`config.mk`:
```
export PLATFORM = sky130hd
export DESIGN_NAME = uart_rx
export DESIGN_NICKNAME = d
export VERILOG_FILES = /design/src/rtl/uart_pkg.sv /design/src/rtl/uart_baud_tick.sv /design/src/rtl/uart_rx.sv
export SDC_FILE = /design/constraint.sdc
export NUM_CORES = 1
export LEC_CHECK = 0
export CORE_MARGIN = 1
export CORE_UTILIZATION = 55
export DETAILED_ROUTE_END_ITERATION = 16
export GPL_TIMING_DRIVEN = 0
export PLACE_DENSITY_LB_ADDON = 0.12
export RECOVER_POWER = 50
export REMOVE_ABC_BUFFERS = 1
export SLEW_MARGIN = 20
export SYNTH_ARGS = -nofsm -noshare
export SYNTH_HDL_FRONTEND = slang
export SYNTH_SLANG_ARGS = --single-unit
```
`constraint.sdc`:
```
create_clock -name clk_25mhz -period 2.7 [get_ports clk_25mhz]
set_input_delay 0.675 -clock clk_25mhz [delete_from_list [all_inputs] [get_ports clk_25mhz]]
set_output_delay 0.675 -clock clk_25mhz [all_outputs]
set_load 0.01 [all_outputs]
```
`src/rtl/uart_pkg.sv`:
```
// Shared UART definitions for the RX and TX paths: receiver state encoding,
// data width and the baud tick increment helper.
// Optional build macro: UART_RX_PARITY_EN selects 8E1 framing, which adds the
// PARITY state to the receiver.
package uart_pkg;

    localparam int unsigned UART_DATA_W = 8;

`ifdef UART_RX_PARITY_EN
    typedef enum logic [2:0] {
        IDLE   = 3'd0,
        START  = 3'd1,
        DATA   = 3'd2,
        PARITY = 3'd3,
        STOP   = 3'd4
    } rx_state_t;
`else
    typedef enum logic [1:0] {
        IDLE  = 2'd0,
        START = 2'd1,
        DATA  = 2'd2,
        STOP  = 2'd3
    } rx_state_t;
`endif

    // Phase accumulator increment for a tick rate of baud*os; the result is
    // capped at one tick per clock.
    function automatic int unsigned baud_inc(input int unsigned clk,
                                             input int unsigned baud,
                                             input int unsigned os);
        int unsigned inc;
        inc = baud * os;
        if (inc > clk) begin
            inc = clk;
        end
        return inc;
    endfunction

endpackage

```
`src/rtl/uart_baud_tick.sv`:
```
// Drift-free fractional tick generator. A phase accumulator adds RATE on every
// clock and wraps at CLK_FREQ, so the average tick rate is exactly RATE Hz.
module uart_baud_tick #(
    parameter int unsigned CLK_FREQ = 25_000_000,
    parameter int unsigned RATE     = 1_843_200
) (
    input  logic clk_25mhz,
    input  logic reset,
    output logic tick
);

    // One spare bit keeps acc + RATE from overflowing before the wrap compare.
    localparam int unsigned ACC_W = $clog2(CLK_FREQ + RATE) + 1;
    localparam logic [ACC_W-1:0] ACC_INC = ACC_W'(RATE);
    localparam logic [ACC_W-1:0] ACC_LIM = ACC_W'(CLK_FREQ);

    logic [ACC_W-1:0] acc_q;
    logic [ACC_W-1:0] acc_d;
    logic [ACC_W-1:0] acc_sum;
    logic             tick_q;
    logic             tick_d;

    // Advance the phase and flag a tick when it wraps.
    always_comb begin
        acc_sum = acc_q + ACC_INC;
        acc_d   = acc_sum;
        tick_d  = 1'b0;
        if (acc_sum >= ACC_LIM) begin
            acc_d  = acc_sum - ACC_LIM;
            tick_d = 1'b1;
        end
    end

    // Accumulator and tick registers.
    always_ff @(posedge clk_25mhz or posedge reset) begin
        if (reset) begin
            acc_q  <= '0;
            tick_q <= 1'b0;
        end else begin
            acc_q  <= acc_d;
            tick_q <= tick_d;
        end
    end

    assign tick = tick_q;

endmodule

```
`src/rtl/uart_rx.sv`:
```
// UART receiver: 2-FF input synchronizer, oversampling frame FSM, LSB-first
// shift register and a valid/ready output holding register.
// Optional build macro: UART_RX_PARITY_EN adds an even parity bit (8E1) and
// the parity_err pulse output.
module uart_rx
    import uart_pkg::*;
#(
    parameter int unsigned CLK_FREQ   = 25_000_000,
    parameter int unsigned BAUD       = 115_200,
    parameter int unsigned OVERSAMPLE = 16
) (
    input  logic                   clk_25mhz,
    input  logic                   reset,
    input  logic                   ftdi_rxd,
    output logic [UART_DATA_W-1:0] rx_data,
    output logic                   rx_valid,
    input  logic                   rx_ready,
    output logic                   frame_err,
    output logic                   overrun
`ifdef UART_RX_PARITY_EN
    ,
    output logic                   parity_err
`endif
);

    localparam int unsigned W      = UART_DATA_W;
    localparam int unsigned CNT_W  = $clog2(OVERSAMPLE);
    localparam int unsigned IDX_W  = $clog2(W);
    localparam int unsigned RATE   = baud_inc(CLK_FREQ, BAUD, OVERSAMPLE);

    localparam logic [CNT_W-1:0] CNT_HALF = CNT_W'(OVERSAMPLE / 2 - 1);
    localparam logic [CNT_W-1:0] CNT_LAST = CNT_W'(OVERSAMPLE - 1);
    localparam logic [IDX_W-1:0] IDX_LAST = IDX_W'(W - 1);

    logic tick;

    logic             rxd_meta_q, rxd_meta_d;
    logic             rxd_sync_q, rxd_sync_d;
    rx_state_t        state_q,    state_d;
    logic [CNT_W-1:0] cnt_q,      cnt_d;
    logic [IDX_W-1:0] idx_q,      idx_d;
    logic [W-1:0]     shift_q,    shift_d;
    logic [W-1:0]     rx_data_q,  rx_data_d;
    logic             rx_valid_q, rx_valid_d;
    logic             frame_err_q, frame_err_d;
    logic             overrun_q,  overrun_d;
    logic             byte_done;
`ifdef UART_RX_PARITY_EN
    logic             parity_bad_q, parity_bad_d;
    logic             parity_err_q, parity_err_d;
`endif

    // Oversampling tick source shared with the transmitter.
    uart_baud_tick #(
        .CLK_FREQ (CLK_FREQ),
        .RATE     (RATE)
    ) u_baud_tick (
        .clk_25mhz (clk_25mhz),
        .reset     (reset),
        .tick      (tick)
    );

    // Next-state logic: synchronizer, frame FSM and output holding register.
    always_comb begin
        rxd_meta_d  = ftdi_rxd;
        rxd_sync_d  = rxd_meta_q;
        state_d     = state_q;
        cnt_d       = cnt_q;
        idx_d       = idx_q;
        shift_d     = shift_q;
        rx_data_d   = rx_data_q;
        rx_valid_d  = rx_valid_q;
        frame_err_d = 1'b0;
        overrun_d   = overrun_q;
        byte_done   = 1'b0;
`ifdef UART_RX_PARITY_EN
        parity_bad_d = parity_bad_q;
        parity_err_d = 1'b0;
`endif

        unique case (state_q)
            IDLE: begin
                if (!rxd_sync_q) begin
                    state_d = START;
                    cnt_d   = '0;
                end
            end
            START: begin
                // Mid-start re-check rejects glitches shorter than half a bit.
                if (tick) begin
                    if (cnt_q == CNT_HALF) begin
                        cnt_d = '0;
                        idx_d = '0;
                        state_d = rxd_sync_q ? IDLE : DATA;
                    end else begin
                        cnt_d = cnt_q + CNT_W'(1);
                    end
                end
            end
            DATA: begin
                if (tick) begin
                    if (cnt_q == CNT_LAST) begin
                        cnt_d   = '0;
                        shift_d = {rxd_sync_q, shift_q[W-1:1]};
                        if (idx_q == IDX_LAST) begin
`ifdef UART_RX_PARITY_EN
                            state_d = PARITY;
`else
                            state_d = STOP;
`endif
                        end else begin
                            idx_d = idx_q + IDX_W'(1);
                        end
                    end else begin
                        cnt_d = cnt_q + CNT_W'(1);
                    end
                end
            end
`ifdef UART_RX_PARITY_EN
            PARITY: begin
                // Even parity: data bits XOR parity bit must be zero.
                if (tick) begin
                    if (cnt_q == CNT_LAST) begin
                        cnt_d        = '0;
                        parity_bad_d = (^shift_q) ^ rxd_sync_q;
                        state_d      = STOP;
                    end else begin
                        cnt_d = cnt_q + CNT_W'(1);
                    end
                end
            end
`endif
            STOP: begin
                if (tick) begin
                    if (cnt_q == CNT_LAST) begin
                        cnt_d   = '0;
                        state_d = IDLE;
                        if (!rxd_sync_q) begin
                            frame_err_d = 1'b1;
`ifdef UART_RX_PARITY_EN
                        end else if (parity_bad_q) begin
                            parity_err_d = 1'b1;
`endif
                        end else begin
                            byte_done = 1'b1;
                        end
                    end else begin
                        cnt_d = cnt_q + CNT_W'(1);
                    end
                end
            end
            default: begin
                state_d = IDLE;
            end
        endcase

        // A completing byte replaces the held one only if the consumer takes
        // the held one on the same edge; otherwise it is dropped as overrun.
        if (byte_done) begin
            if (!rx_valid_q || rx_ready) begin
                rx_data_d  = shift_d;
                rx_valid_d = 1'b1;
            end else begin
                overrun_d = 1'b1;
            end
        end else if (rx_valid_q && rx_ready) begin
            rx_valid_d = 1'b0;
        end
    end

    // State and output registers; reset aborts any frame in progress.
    always_ff @(posedge clk_25mhz or posedge reset) begin
        if (reset) begin
            rxd_meta_q  <= 1'b1;
            rxd_sync_q  <= 1'b1;
            state_q     <= IDLE;
            cnt_q       <= '0;
            idx_q       <= '0;
            shift_q     <= '0;
            rx_data_q   <= '0;
            rx_valid_q  <= 1'b0;
            frame_err_q <= 1'b0;
            overrun_q   <= 1'b0;
`ifdef UART_RX_PARITY_EN
            parity_bad_q <= 1'b0;
            parity_err_q <= 1'b0;
`endif
        end else begin
            rxd_meta_q  <= rxd_meta_d;
            rxd_sync_q  <= rxd_sync_d;
            state_q     <= state_d;
            cnt_q       <= cnt_d;
            idx_q       <= idx_d;
            shift_q     <= shift_d;
            rx_data_q   <= rx_data_d;
            rx_valid_q  <= rx_valid_d;
            frame_err_q <= frame_err_d;
            overrun_q   <= overrun_d;
`ifdef UART_RX_PARITY_EN
            parity_bad_q <= parity_bad_d;
            parity_err_q <= parity_err_d;
`endif
        end
    end

    assign rx_data   = rx_data_q;
    assign rx_valid  = rx_valid_q;
    assign frame_err = frame_err_q;
    assign overrun   = overrun_q;
`ifdef UART_RX_PARITY_EN
    assign parity_err = parity_err_q;
`endif

endmodule

```
## Word-level counts from Yosys, hierarchy flattened

Cells that the tools add are included.

- Bits of input ports: 4
- Output and inout bits: 11
- Register bits: 57
- Logic and storage cells: 86

- Order comparisons: 1
- Multiplexer cells: 38
- Equal/unequal tests: 17
- Bitwise logic cells: 1
- $add $sub $neg: 4
- Reductions and logical operators: 13

Operator list:

| kind | number |
|---|---|
| $add A26 B21 Y26 const B | 1 |
| $ge A26 B25 Y1 const B | 1 |
| $mux W26 | 1 |
| $sub A26 B25 Y26 const B | 1 |
| $mux W8 | 3 |
| $mux W4 | 5 |
| $mux W2 | 9 |
| $mux W3 | 5 |
| $mux W1 | 12 |
| $ne A2 B2 Y1 const B | 6 |
| $pmux W4 S3 | 1 |
| $ne A2 B1 Y1 const B | 5 |
| $pmux W2 S4 | 1 |
| $reduce_and A8 Y1 | 1 |
| $pmux W3 S2 | 1 |
| $reduce_and A2 Y1 | 3 |
| $reduce_and A6 Y1 | 1 |
| $add A4 B1 Y4 const B | 1 |
| $eq A2 B2 Y1 const B | 2 |
| $eq A4 B3 Y1 const B | 1 |
| $eq A4 B4 Y1 const B | 1 |
| $reduce_bool A2 Y1 | 2 |
| $add A3 B1 Y3 const B | 1 |
| $eq A3 B3 Y1 const B | 1 |
| other kinds (8) | 8 |

## Longest topological paths before layout

Gate-level depths: netlist of the first run.

- Depth in word-level cells: 6
- Depth in mapped cells: 10

## Hierarchy

From an unflattened synthesis of the first run, not the netlist that was laid out.

- Cells, all modules: 292
- Area, all modules: 2950.3 µm²

Modules (own cells, without submodules):

| module | cells each | area each (µm²) | instances | seq. area each (µm²) |
|---|---|---|---|---|
| uart_baud_tick | 159 | 1529.0 | 1 | 525.5 |
| uart_rx | 133 | 1421.4 | 1 | 753.2 |

## Worst setup path after synthesis of the first run

OpenSTA, ideal clock, no wires.

- Path kind: register to register
- Start: register u_baud_tick.acc_q[13]
- End: register u_baud_tick.acc_q[20]
- Period minus slack after synthesis: 2215 ps
- Arrival time: 2086 ps
- Cell stages (with the launch flop): 11
- Slack: 485 ps
- Required time: 2571 ps
- Setup time: 129 ps
- Cells stage by stage: dfrtp_1 > inv_1 > ha_1 > and4bb_2 > nand3_1 > nor4_1 > a31oi_1 > o221ai_2 > buf_6 > nand3_1 > xor2_1

- Word-level cells in the longest chain between the ends: 3
- Elaborated cells between the ends (all ways): 4

Ends and longest elaborated chain:

| element | RTL line | source |
|---|---|---|
| start: declaration | uart_baud_tick.sv:17 | `logic [ACC_W-1:0] acc_q;` |
| start signal: assignment | uart_baud_tick.sv:37 | `acc_q <= '0;` |
| start signal: assignment | uart_baud_tick.sv:40 | `acc_q <= acc_d;` |
| $add A26 B21 Y26 (*) | uart_baud_tick.sv:25 | `acc_sum = acc_q + ACC_INC;` |
| $sub A26 B25 Y26 / $ge A26 B25 Y1 (equally long branches) | uart_baud_tick.sv:29, uart_baud_tick.sv:28 |  |
| $mux W26 (*) | uart_baud_tick.sv:28 | `if (acc_sum >= ACC_LIM) begin` |
| named net u_baud_tick.acc_d[20] | uart_baud_tick.sv:18 | `logic [ACC_W-1:0] acc_d;` |

Mark *: on every way through the listed nets, which the timed path passes. The rest lies on a longest branch.
A chain may end at the register's enable or synchronous reset.

## Final worst setup path of the first run

- Start: register u_baud_tick.acc_q[13]
- End: register u_baud_tick.acc_q[13]

Same word-level chain as after synthesis.

==> results.sh, run 1 <==
export IMPL_startpoint="u_baud_tick.acc_q[13]"
export IMPL_min_from="rxd_meta_q"
export IMPL_gp_congestion=0.762
export IMPL_grt_ovfl_total=0
export IMPL_nNetsFinal=280
export IMPL_slew_limit_headroom_pct=38.0
export IMPL_cts_buffers=5
export IMPL_hold_viol=0
export IMPL_synthTopCellsByArea="dfrtp_1, mux2_2, xnor2_1, nand2_1, xor2_1"
export IMPL_clkTransAtPathRegs_ps=100
export IMPL_path_max_fanout=9
export IMPL_dieArea_um2=5090
export IMPL_diodes=0
export IMPL_ys_async_sr_fraction_pct=100
export IMPL_ir_worst_vdd_v=0.000318
export IMPL_via_per_inst=5.72
export IMPL_synth_edf_count=0
export IMPL_yosys_warnings=0
export IMPL_antenna_found_initial=0
export IMPL_areaGrowthSynthToFinish_pct=14.0
export IMPL_p_clk_share_pct=37.2
export IMPL_dp_cells=310
export IMPL_utilization_pct=67.4
export IMPL_setup_viol=0
export IMPL_drv_slew=0
export IMPL_critical_path_startpoint_type="register"
export IMPL_cp_required_ps=2890
export IMPL_drc=0
export IMPL_cts_buffer_depth=2
export IMPL_io_pins=15
export IMPL_clock_sinks=51
export IMPL_clock_latency_ps=310
export IMPL_core_area_um2=4470
export IMPL_dr_pass1_iters=4
export IMPL_swShare_pct=23.3
export IMPL_tightest_slew_ps=930
export IMPL_r2r_slack_ps=100
export IMPL_drt_initial_drc_count=122
export IMPL_drtAntennaViolNets=0
export IMPL_p_per_area_nw_per_um2=416
export IMPL_routed_via_count=1842
export IMPL_fillCellCount=335
export IMPL_hold_path_class="register to register"
export IMPL_seq_area_um2=1280
export IMPL_status="completed"
export IMPL_final_layout_size_suffix_gt1_share_pct=17.8
export IMPL_syn_area_um2=2650
export IMPL_crit_type="register to register"
export IMPL_synth_seq_cells=51
export IMPL_die_w_um=71.4
export IMPL_layout_common_cells="dfrtp_1, nand2_1, xnor2_1"
export IMPL_comb_power_share_pct=1.6
export IMPL_fp_dieH_um=71.4
export IMPL_period_needed_ps=2600
export IMPL_drv_cap=0
export IMPL_netlist_instances=248
export IMPL_p_total_mw=1.25
export IMPL_routed_wl_mm=4.71
export IMPL_cts_tree="yes"
export IMPL_hpwl_mm=3.10
export IMPL_grt_first_pass_wirelength_mm=8.28
export IMPL_critPathCaptureType="register"
export IMPL_yosysTopAreaCell="dfrtp_1"
export IMPL_p_seq_share_pct=61.2
export IMPL_fin_crit_sh_pct=96.3
export IMPL_grt_pass1_vias=1814
export IMPL_cts_root_buffer_cell="clkbuf_8"
export IMPL_p_leak_nw=1.27
export IMPL_grt_usage_pct=21.0
export IMPL_cts_max_level=2
export IMPL_fmaxAchievable_ghz=0.385
export IMPL_worst_ep_arrival_time_ps=2790
export IMPL_multi_input_area_um2=1370
export IMPL_start_util_pct=59.1
export IMPL_syn_area_per_cell_um2=10.7
export IMPL_synth_cell_types=47
export IMPL_synth_seq_area_share_pct=48.3
export IMPL_wire_per_inst_um=14.6
export IMPL_switchingPower_mw=0.293
export IMPL_final_common_cell="dfrtp_1"
export IMPL_hold_buffers=0
export IMPL_yosysTopAreaCellShare_pct=46.4
export IMPL_grt_max_degree=27
export IMPL_final_cells=322
export IMPL_timing_hold_ws_ps=367
export IMPL_p_int_mw=0.962
export IMPL_rows=24
export IMPL_skew_ps=11.5
export IMPL_ys_flop_type="dfrtp_1"
export IMPL_port_buffers=14
export IMPL_reg2reg_from="u_baud_tick.acc_q[13]"
## power groups by stage
stage	clock [mW]	sequential (mW)	combinational, mW
6_report	0.467	0.768	0.0196
2_1_floorplan	0	0.782	0.0122
5_1_grt	0.510	0.768	0.0240
3_3_place_gp	0	0.783	0.0206
3_5_place_dp	0	0.783	0.0248
4_1_cts	0.481	0.768	0.0248
## path summary, 6_finish.rpt
check,endpoint,cells past startpoint
setup / recovery,u_baud_tick.acc_q[13],10
hold / removal,rxd_sync_q,0
setup reg to reg,u_baud_tick.acc_q[13],10
hold reg to reg,rxd_sync_q,0
max in group asynchronous,u_baud_tick.acc_q[13],3
min in group asynchronous,u_baud_tick.acc_q[6],2
## stage by stage
stage	cell area (um^2)	setup slack, ps	setup TNS [ps]
finish	3020	100	0
global route	3020	-62.0	-468
CTS	2990	21.7	0
detailed placement	2840	-344	-4410
global placement	2820	-326	-11540
floorplan	2610	172	0
## synth_stat cells, drive strengths merged (2+ instances only)
master	n
a21oi	6
a31oi	5
and3	4
buf	3
clkbuf	2
dfrtp	49
dfstp	2
ha	7
inv	8
mux2	17
nand2	32
nand2b	2
nand3	17
nand3b	2
nand4	4
nor2	10
nor2b	4
nor3	5
o211ai	2
o21a	2
o21ai	15
o21bai	2
o31ai	2
xnor2	20
xor2	12
## critical path: stages, from the launching register on
cell and delay (ps):
dfrtp_2 430, inv_1 90, ha_1 320, and4bb_2 330
nand3_1 120, nor4_2 290, a31oi_2 240, o221ai_4 270
buf_12 160, nand4_1 110, xnor2_1 140
## metal layers
metal  global-route usage, %  share of wire (%)  vias to the layer above
met5                       0                  0                        -
met4                    7.33               0.68                        0
met3                    4.64                5.3                        2
met2                    31.3                 45                       41
met1                    30.4                 49                      887
li1                        -                  -                      912
## flip-flops by register name, indices dropped and copies added, names as in the netlist, named ones only
signal and cells:
rxd_sync_q 1, cnt_q 4, rx_data 8, rxd_meta_q 1
rx_valid 1, frame_err 1, u_baud_tick.acc_q 20, state_q 1
shift_q 8, overrun 1, idx_q 3, u_baud_tick.tick 1
## area by class of cell
type	count	area share (%)
clock buffers	5	2.28
clock inverters	3	0.871
inverters	8	0.995
multi-input cells	185	45.3
flip-flops and latches	51	42.4
well taps	52	2.16
repair buffers	18	5.97
## kinds of logic (layout without fill, tap and decap cells)
| kind of cell | Yosys count | count (layout) | share of synthesized area, % |
|---|---|---|---|
| fa+ha+maj | 7 | 7 | 3.31 |
| xor+xnor | 32 | 32 | 10.6 |
| buf+inv | 13 | 34 | 2.32 |
| compound gates | 41 | 42 | 10.8 |
| mux | 18 | 18 | 7.62 |
| simple gates | 86 | 86 | 17.0 |
| flops | 51 | 51 | 48.3 |
## timing repair
item                       CTS  global route
pin swaps                    2             1
gates cloned                 1             0
resized for setup            2             5
setup buffers                1             2
setup endpoints to repair   19            19
Note: power is estimated with default switching activity, not from simulation.
==> inputs of run 2 (changes only) <==
--- a/config.mk
+++ b/config.mk
@@ -5,7 +5,7 @@
 export SDC_FILE = /design/constraint.sdc
 export NUM_CORES = 1
 export LEC_CHECK = 0
-export CORE_MARGIN = 1
+export ABC_AREA = 1
 export CORE_UTILIZATION = 55
 export DETAILED_ROUTE_END_ITERATION = 16
 export GPL_TIMING_DRIVEN = 0
==> constraint.sdc (replaced) <==
create_clock -name clk_25mhz -period 3.1 [get_ports clk_25mhz]
set_input_delay 0.775 -clock clk_25mhz [delete_from_list [all_inputs] [get_ports clk_25mhz]]
set_output_delay 0.775 -clock clk_25mhz [all_outputs]
set_load 0.01 [all_outputs]
==> results.sh, run 2 <==
export IMPL_muxShareOfSynthArea_pct=3.33
export IMPL_cts_setup_buffers=0
export IMPL_fmaxAchievable_ghz=0.410
export IMPL_drv_slew=0
export IMPL_nNetsFinal=402
export IMPL_antenna_found_initial=0
export IMPL_yosysTopAreaCell="dfrtp_1"
export IMPL_status="completed"
export IMPL_final_common_cell="nand2_1"
export IMPL_drc=0
export IMPL_clock_latency_ps=310
export IMPL_seq_area_um2=1280
export IMPL_crit_path_top_delay_cell="dfrtp_1"
export IMPL_cts_resized=0
export IMPL_drtAntennaViolNets=0
export IMPL_tightest_slew_ps=938
export IMPL_synth_fa_ha_area_share_pct=2.88
export IMPL_synth_cell_types=31
export IMPL_slew_limit_headroom_pct=37.4
export IMPL_io_pins=15
export IMPL_placed_cell_area_um2=3230
export IMPL_areaGrowthSynthToFinish_pct=8.42
export IMPL_timing_hold_ws_ps=365
export IMPL_netlist_instances=375
export IMPL_fp_dieH_um=76.4
export IMPL_cp_required_ps=3300
export IMPL_grt_pass1_vias=2275
export IMPL_synth_xor_area_share_pct=5.14
export IMPL_syn_area_um2=3050
export IMPL_hold_viol=0
export IMPL_synth_seq_area_share_pct=42.0
export IMPL_worst_ep_arrival_time_ps=2640
export IMPL_critPathBufInv=1
export IMPL_grt_first_pass_wirelength_mm=9.60
export IMPL_yosys_area_share_simple_pct=33.6
export IMPL_p_per_area_nw_per_um2=324
export IMPL_final_cells=462
export IMPL_grt_max_degree=27
export IMPL_grt_usage_pct=20.3
export IMPL_synthTopCellsByCount="nand2_1, dfrtp_1, inv_1"
export IMPL_drv_cap=0
export IMPL_utilization_pct=63.4
export IMPL_die_w_um=76.4
export IMPL_p_leak_nw=1.74
export IMPL_yosysTopAreaCellShare_pct=40.3
export IMPL_rows=26
export IMPL_fin_crit_sh_pct=78.6
export IMPL_cts_max_level=2
export IMPL_synth_edf_count=0
export IMPL_max_flop_register="u_baud_tick.acc_q"
export IMPL_critPathMaxStageDelay_ps=470
export IMPL_fin_tns_setup_ps=0
export IMPL_setup_viol=0
export IMPL_final_area_um2=3300
export IMPL_drt_initial_drc_count=69
export IMPL_via_per_inst=5.07
export IMPL_cts_tree="yes"
export IMPL_final_layout_size_suffix_gt1_share_pct=17.1
export IMPL_crit_type="register to register"
export IMPL_diodes=0
export IMPL_synth_compound_area_share_pct=4.60
export IMPL_largest_reg_flops=20
export IMPL_routed_wl_mm=5.24
export IMPL_syn_area_per_cell_um2=8.12
export IMPL_critical_path_startpoint_type="register"
export IMPL_worstPathCellList="ha_1, nand2_2, inv_2, nand2_2, nand2_2, nand2_1, xnor2_2, a21oi_1, nand2_1, nand2_4, nand2_2, nand2_1, nand2_1"
export IMPL_synth_most_common_cell="nand2_1"
export IMPL_cts_buffers=5
export IMPL_ir_worst_vdd_v=0.000281
export IMPL_clock_sinks=51
export IMPL_synth_seq_cells=51
export IMPL_synthTopCellsByArea="dfrtp_1, nand2_1, inv_1, nand3_1, nand3_2"
export IMPL_cts_buffer_depth=2
export IMPL_grt_ovfl_total=0
export IMPL_cts_root_buffer_cell="clkbuf_8"
export IMPL_ys_flop_type="dfrtp_1"
export IMPL_dr_pass1_iters=4
export IMPL_fillCellCount=447
export IMPL_yosys_warnings=0
export IMPL_routed_via_count=2341
export IMPL_critical_path_top_delay_family="simple AND/OR/NAND/NOR gates"
export IMPL_port_buffers=14
export IMPL_hold_buffers=0
export IMPL_gp_congestion=0.819
export IMPL_ys_async_sr_fraction_pct=100
export IMPL_wire_per_inst_um=11.3
export IMPL_period_needed_ps=2440
export IMPL_rsz0062_at_grt="no"
export IMPL_layout_common_cells="nand2_1, dfrtp_1, inv_1"
export IMPL_dieArea_um2=5840
export IMPL_synth_top_family_by_area="simple AND/OR/NAND/NOR gates"
export IMPL_skew_ps=7.11
export IMPL_dp_cells=454
export IMPL_start_util_pct=58.5
export IMPL_core_area_um2=5200
export IMPL_path_max_fanout=20
export IMPL_multi_input_area_um2=1510
export IMPL_hold_path_class="register to register"
export IMPL_critPathCaptureType="register"
export IMPL_hpwl_mm=3.88
export IMPL_clkTransAtPathRegs_ps=90
-- run 2: logic make-up after synthesis --
logic type / after synthesis
mux: 9
simple gates: 207
xor+xnor: 17
flops: 51
fa+ha+maj: 7
compound gates: 26
buf+inv: 58
-- run 2: cell type report --
cell class,instances,share of cell area [%]
clock inverters,2,0.379
well taps,70,2.65
flip-flops and latches,51,38.7
repair buffers,15,4.40
multi-input cells,266,45.7
inverters,52,5.95
clock buffers,6,2.20
-- run 2: power breakdown --
group	leakage [nW]	switching, mW	internal, mW	total (mW)
Clock	0.0412	0.224	0.158	0.382
Sequential	0.630	0.000853	0.668	0.669
Combinational	1.07	0.0145	0.00500	0.0195
-- run 2: worst paths after layout --
path / from / end / slack (ps) / cells past startpoint
hold / removal: rxd_meta_q / rxd_sync_q / 370 / 0
setup reg to reg: u_baud_tick.acc_q[13] / u_baud_tick.acc_q[7] / 660 / 13
setup / recovery: u_baud_tick.acc_q[13] / u_baud_tick.acc_q[7] / 660 / 13
max in group asynchronous: reset / u_baud_tick.acc_q[11] / 830 / 3
min in group asynchronous: reset / u_baud_tick.acc_q[21] / 1110 / 2
hold reg to reg: rxd_meta_q / rxd_sync_q / 370 / 0
-- run 2: routing by layer --
metal / vias up / wire length [um] / track usage (%)
met3: 6 / 174 / 4.31
met4: 0 / 60 / 8.46
met5: - / 0 / 0
met1: 1101 / 2470 / 24.8
met2: 27 / 2530 / 34.6
li1: 1207 / - / -
-- run 2: through the flow --
step	power, mW	worst slack [ps]
2_1_floorplan	0.693	1060
6_report	1.07	663
3_5_place_dp	0.705	630
3_3_place_gp	0.703	104
5_1_grt	1.11	388
4_1_cts	1.08	611
==> inputs of run 3 (changes only) <==
--- a/config.mk
+++ b/config.mk
@@ -6,7 +6,7 @@
 export NUM_CORES = 1
 export LEC_CHECK = 0
 export ABC_AREA = 1
-export CORE_UTILIZATION = 55
+export CORE_UTILIZATION = 54
 export DETAILED_ROUTE_END_ITERATION = 16
 export GPL_TIMING_DRIVEN = 0
 export PLACE_DENSITY_LB_ADDON = 0.12
==> constraint.sdc (replaced) <==
create_clock -name clk_25mhz -period 2.05 [get_ports clk_25mhz]
set_input_delay 0.5125 -clock clk_25mhz [delete_from_list [all_inputs] [get_ports clk_25mhz]]
set_output_delay 0.5125 -clock clk_25mhz [all_outputs]
set_load 0.01 [all_outputs]
==> results.sh, run 3 (synthesis results as in run 2) <==
export IMPL_path_max_fanout=6
export IMPL_grt_max_degree=27
export IMPL_final_common_cell="nand2_1"
export IMPL_grt_pass1_vias=2433
export IMPL_critPathCaptureType="register"
export IMPL_slew_limit_headroom_pct=33.1
export IMPL_p_total_mw=1.62
export IMPL_io_pins=15
export IMPL_critPathMaxStageDelay_ps=430
export IMPL_rows=26
export IMPL_diodes=0
export IMPL_status="complete, but fails checks"
export IMPL_grt_first_pass_wirelength_mm=10.4
export IMPL_critPathBufInv=3
export IMPL_cts_root_buffer_cell="clkbuf_8"
export IMPL_hold_viol=0
export IMPL_drv_slew=0
export IMPL_clock_sinks=51
export IMPL_max_flop_register="u_baud_tick.acc_q"
export IMPL_drc=0
export IMPL_clock_latency_ps=300
export IMPL_via_per_inst=5.19
export IMPL_grt_ovfl_total=0
export IMPL_cts_buffer_depth=2
export IMPL_gp_congestion=0.819
export IMPL_placed_cell_area_um2=3230
export IMPL_drt_initial_drc_count=96
export IMPL_tightest_slew_ps=1000
export IMPL_p_leak_nw=1.94
export IMPL_fp_dieH_um=77.1
export IMPL_hpwl_mm=3.85
export IMPL_port_buffers=14
export IMPL_final_layout_size_suffix_gt1_share_pct=28.2
export IMPL_multi_input_area_um2=1780
export IMPL_hold_buffers=0
export IMPL_largest_reg_flops=20
export IMPL_start_util_pct=57.8
export IMPL_final_area_um2=3850
export IMPL_critical_path_top_delay_family="simple AND/OR/NAND/NOR gates"
export IMPL_routed_wl_mm=6.73
export IMPL_crit_top_cell="nand2_4"
export IMPL_cts_max_level=2
export IMPL_cts_tree="yes"
export IMPL_cts_buffers=5
export IMPL_critical_path_startpoint_type="register"
export IMPL_wire_per_inst_um=13.8
export IMPL_cp_required_ps=2240
export IMPL_nNetsFinal=428
export IMPL_p_per_area_nw_per_um2=421
export IMPL_holdPathStages=0
export IMPL_worst_ep_arrival_time_ps=2260
export IMPL_cp_depth=13
export IMPL_antenna_found_initial=0
export IMPL_routed_via_count=2531
export IMPL_period_needed_ps=2070
export IMPL_core_area_um2=5270
export IMPL_seq_area_um2=1280
export IMPL_die_w_um=77.1
export IMPL_drv_cap=0
export IMPL_reg2reg_depth=13
export IMPL_pre_cts_slack_ps=-433
export IMPL_worstPathCellList="ha_4, nand2_4, inv_4, nand2_4, nand2_4, nand2_4, xnor2_4, inv_2, nand3_4, nand2_8, buf_8, nand3_1, nand2_1"
export IMPL_hold_path_class="register to register"
export IMPL_skew_ps=10.3
export IMPL_fmaxAchievable_ghz=0.482
export IMPL_clkTransAtPathRegs_ps=100
export IMPL_areaGrowthSynthToFinish_pct=26.6
export IMPL_setup_viol=4
export IMPL_dieArea_um2=5940
export IMPL_ir_worst_vdd_v=0.000422
export IMPL_dr_pass1_iters=4
export IMPL_setup_ws_ps=-24.9
export IMPL_grt_usage_pct=21.8
export IMPL_layout_common_cells="nand2_1, dfrtp_1, inv_1"
export IMPL_drtAntennaViolNets=0
export IMPL_crit_type="register to register"
export IMPL_fillCellCount=405
export IMPL_crit_path_top_delay_cell="dfrtp_1"
export IMPL_fin_crit_sh_pct=101
export IMPL_violations="setup timing"
export IMPL_rsz0062_at_grt="yes"
[run 3: cell count changes in the layout (fill, tap and decap cells not counted), moves of 3 or more]
cell     change
nand2_4      +8
nand2_8      +6
mux2_2       -3
mux2_4       +3
nor2_1       -4
nand3_2      +3
buf_4       +12
buf_6        +3
nor2_4       +3
nand3_1      -4
nand2_1     -12
buf_12       +5
[run 3: through the flow]
stage / std cells / setup TNS [ps] / hold slack, ps / utilization [%]
after CTS: 473 / 0 / 367 / 66.4
after global routing: 488 / -1880 / 372 / 73.1
final: 488 / -78.2 / 366 / 73.1
after detailed placement: 454 / -8530 / 350 / 61.3
after floorplan: 369 / 0 / 345 / -
after global placement: 453 / -41060 / 351 / 60.9
[run 3: routing by layer]
layer / share of wire, % / up-vias / track usage [%]
met5: 0 / - / 0
met4: 2.2 / 0 / 7.74
met3: 3.3 / 17 / 3.81
met2: 53 / 52 / 40.2
met1: 41 / 1198 / 25.2
li1: - / 1264 / -
[run 3: report_power, final]
group	leakage, nW	internal [mW]	switching (mW)
Sequential	0.629	1.01	0.00146
Clock	0.0412	0.240	0.337
Combinational	1.27	0.0108	0.0233
Total	1.94	1.26	0.361
[run 3: layout make-up]
cell class	count	area share (%)
tap	70	2.27
clock inverter	2	0.325
inverter	52	5.19
timing repair buffer	37	10.9
clock buffer	6	1.88
sequential	51	33.2
multi-input combinational	270	46.3
[run 3: worst reg2reg max path: stages, from the launching register on]
cell	delay (ps)
dfrtp_1	430
ha_4	190
nand2_4	70
inv_4	90
nand2_4	80
nand2_4	110
nand2_4	70
xnor2_4	190
inv_2	80
nand3_4	190
nand2_8	140
buf_8	160
nand3_1	80
nand2_1	70
[run 3: final timing paths]
path | startpoint | end | slack, ps
setup reg to reg | u_baud_tick.acc_q[14] | u_baud_tick.acc_q[15] | -20
min in group asynchronous | reset | overrun | 900
hold reg to reg | rxd_meta_q | rxd_sync_q | 370
hold / removal | rxd_meta_q | rxd_sync_q | 370
max in group asynchronous | reset | u_baud_tick.acc_q[13] | 470
setup / recovery | u_baud_tick.acc_q[14] | u_baud_tick.acc_q[15] | -20
[run 3: repair_timing]
action,in CTS,in global routing
endpoints found under the setup margin,29,29
cloned,2,3
setup buffers,9,12
pin swaps,6,31
resized for setup,13,46
==> edit: new RTL, settings of run 1 <==
Encoding of `rx_state_t`: now one-hot (4 bits for 4 states).
--- a/src/rtl/uart_pkg.sv
+++ b/src/rtl/uart_pkg.sv
@@ -15,11 +15,11 @@
         STOP   = 3'd4
     } rx_state_t;
 `else
-    typedef enum logic [1:0] {
-        IDLE  = 2'd0,
-        START = 2'd1,
-        DATA  = 2'd2,
-        STOP  = 2'd3
+    typedef enum logic [3:0] {
+        IDLE  = 4'b0001,
+        START = 4'b0010,
+        DATA  = 4'b0100,
+        STOP  = 4'b1000
     } rx_state_t;
 `endif
 
Formal check against the unedited RTL: same outputs for any inputs over 10 cycles, from zero or initial values and one cycle with reset high; not proved beyond that.
==> edit against run 1 <==
Area after synthesis rose by 14%; first-iteration DRC count rose by 8.2%; sequential cell count rose by 2; maximum frequency rose by 1.8%; cell area rose by 13%; via count rose by 23%; wire length rose by 20%; critical path depth fell by 6; setup slack improved by 0.045 ns.
Power is not compared: it rests on default switching activity, and its combinational part moved more than twofold at a synthesized area within 25%.
==> edit: results (changes against run 1) <==
.. list-table::
   :header-rows: 1

   * - Metric
     - Value
   * - Worst-case setup slack after placement
     - -0.334 ns (+0.0107 ns)
   * - Post-Place Cell Area
     - 0.00321 mm² (+13%)
   * - All-layer global routing usage
     - 21.0% (about the same)
   * - Worst Tran Pin Value
     - 0.901 ns (-0.0285 ns)
   * - Leading register cell type out of synthesis
     - sky130_fd_sc_hd__dfrtp_1
   * - Endpoint arrival time on the critical path
     - 2.75 ns (-0.04 ns)
   * - Number of global-route vias before repair
     - 2,059 (+14%)
   * - Share of layout cells above drive strength 1
     - 18.7% (+0.89 points)
   * - Longest individual stage delay on the worst path
     - 0.65 ns (+0.22 ns)
   * - Distinct cell type count after synthesis
     - 62 (+32%)
   * - Largest net degree at the start of global routing
     - 31 (+15%)
   * - Internal power of the cells
     - between 1000 and 1500 µW
   * - HPWL reported at the end of detailed placement
     - 3750 µm (+21%)
   * - Master of the slowest instance on the critical path
     - sky130_fd_sc_hd__or4_1
   * - Nets@finish
     - 326 (+16%)
   * - Async S/R FF share, synth
     - 100% (unchanged)
   * - Share of the yosys chip area belonging to registers
     - 44.1% (-4.3 points)
   * - Wire length of the first global-routing pass
     - 9850 µm (+19%)
   * - Final weighted congestion of routability-driven global placement
     - 0.833 (+9.4%)
   * - Result of the run
     - finished clean
   * - Top cell types by occurrence after synthesis
     - sky130_fd_sc_hd__dfrtp_1, sky130_fd_sc_hd__nand2_1, sky130_fd_sc_hd__nor2_1
   * - Number of inserted filler cells in the final layout
     - 416 (+24%)
   * - Synth top area cells
     - sky130_fd_sc_hd__dfrtp_1, sky130_fd_sc_hd__mux2_2, sky130_fd_sc_hd__xnor2_1
   * - Number of DRC markers in iteration 0
     - 132 (+8.2%)
   * - Via count
     - 2,263 (+23%)
==> edit: timing repair <==
action,in CTS,in global routing
pin swaps,1,2
resized for setup,4,8
setup buffers,4,3
setup endpoints to repair,21,20
==> edit: routing by layer <==
layer / part of all wire (%) / up-vias / global-route usage (%)
met2: 49 / 44 / 33.4
met1: 48 / 1110 / 29.5
li1: - / 1103 / -
met4: 0.82 / 0 / 5.77
met3: 2.8 / 6 / 3.83
met5: 0 / - / 0
==> edit: power groups by stage <==
| stage | clock (µW) | sequential (µW) | combinational (µW) |
|---|---|---|---|
| floorplan | 0 | 915 | 349 |
| global placement | 0 | 935 | 407 |
| detailed placement | 0 | 939 | 417 |
| CTS | 491 | 924 | 418 |
| global route | 517 | 938 | 482 |
| finish | 467 | 925 | 420 |
==> edit: kinds of logic (layout without fill, tap and decap cells) <==
group | after synthesis | after routing | synth area share, %
flops | 53 | 53 | 44.1
fa+ha+maj | 7 | 7 | 2.90
xor+xnor | 28 | 28 | 8.13
mux | 21 | 21 | 7.76
buf+inv | 23 | 40 | 3.19
compound gates | 61 | 61 | 14.1
simple gates | 106 | 106 | 19.9
==> edit: worst register-to-register path: stages (launching register included) <==
cell	delay (ns)
sky130_fd_sc_hd__dfrtp_1	0.57
sky130_fd_sc_hd__or4_1	0.65
sky130_fd_sc_hd__nor2_1	0.55
sky130_fd_sc_hd__mux2_2	0.42
sky130_fd_sc_hd__mux2_2	0.26
==> edit: layout make-up <==
class,count,share of cell area [%]
Clock buffer,5,2.03
Clock inverter,3,0.774
Inverter,10,1.11
Multi-Input combinational cell,223,48.1
Sequential cell,53,39.3
Tap cell,70,2.58
Timing Repair Buffer,22,6.19
==> edit: worst paths after layout <==
path	endpoint	slack, ns	cells after the start
worst max-delay path	rx_data[2]	0.15	4
worst min-delay path	rxd_sync_q	0.36	0
worst max register to register	rx_data[2]	0.15	4
worst min register to register	rxd_sync_q	0.36	0
max in group asynchronous	rx_data[3]	0.51	3
min in group asynchronous	idx_q[2]	0.99	2
==> edit: metrics by stage <==
| stage | std cells | util (%) |
|---|---|---|
| 4_1_cts | 383 | 64.4 |
| 6_report | 386 | 65.2 |
| 5_1_grt | 386 | 65.2 |
| 3_5_place_dp | 371 | 61.6 |
| 2_1_floorplan | 286 | - |
| 3_3_place_gp | 370 | 61.2 |
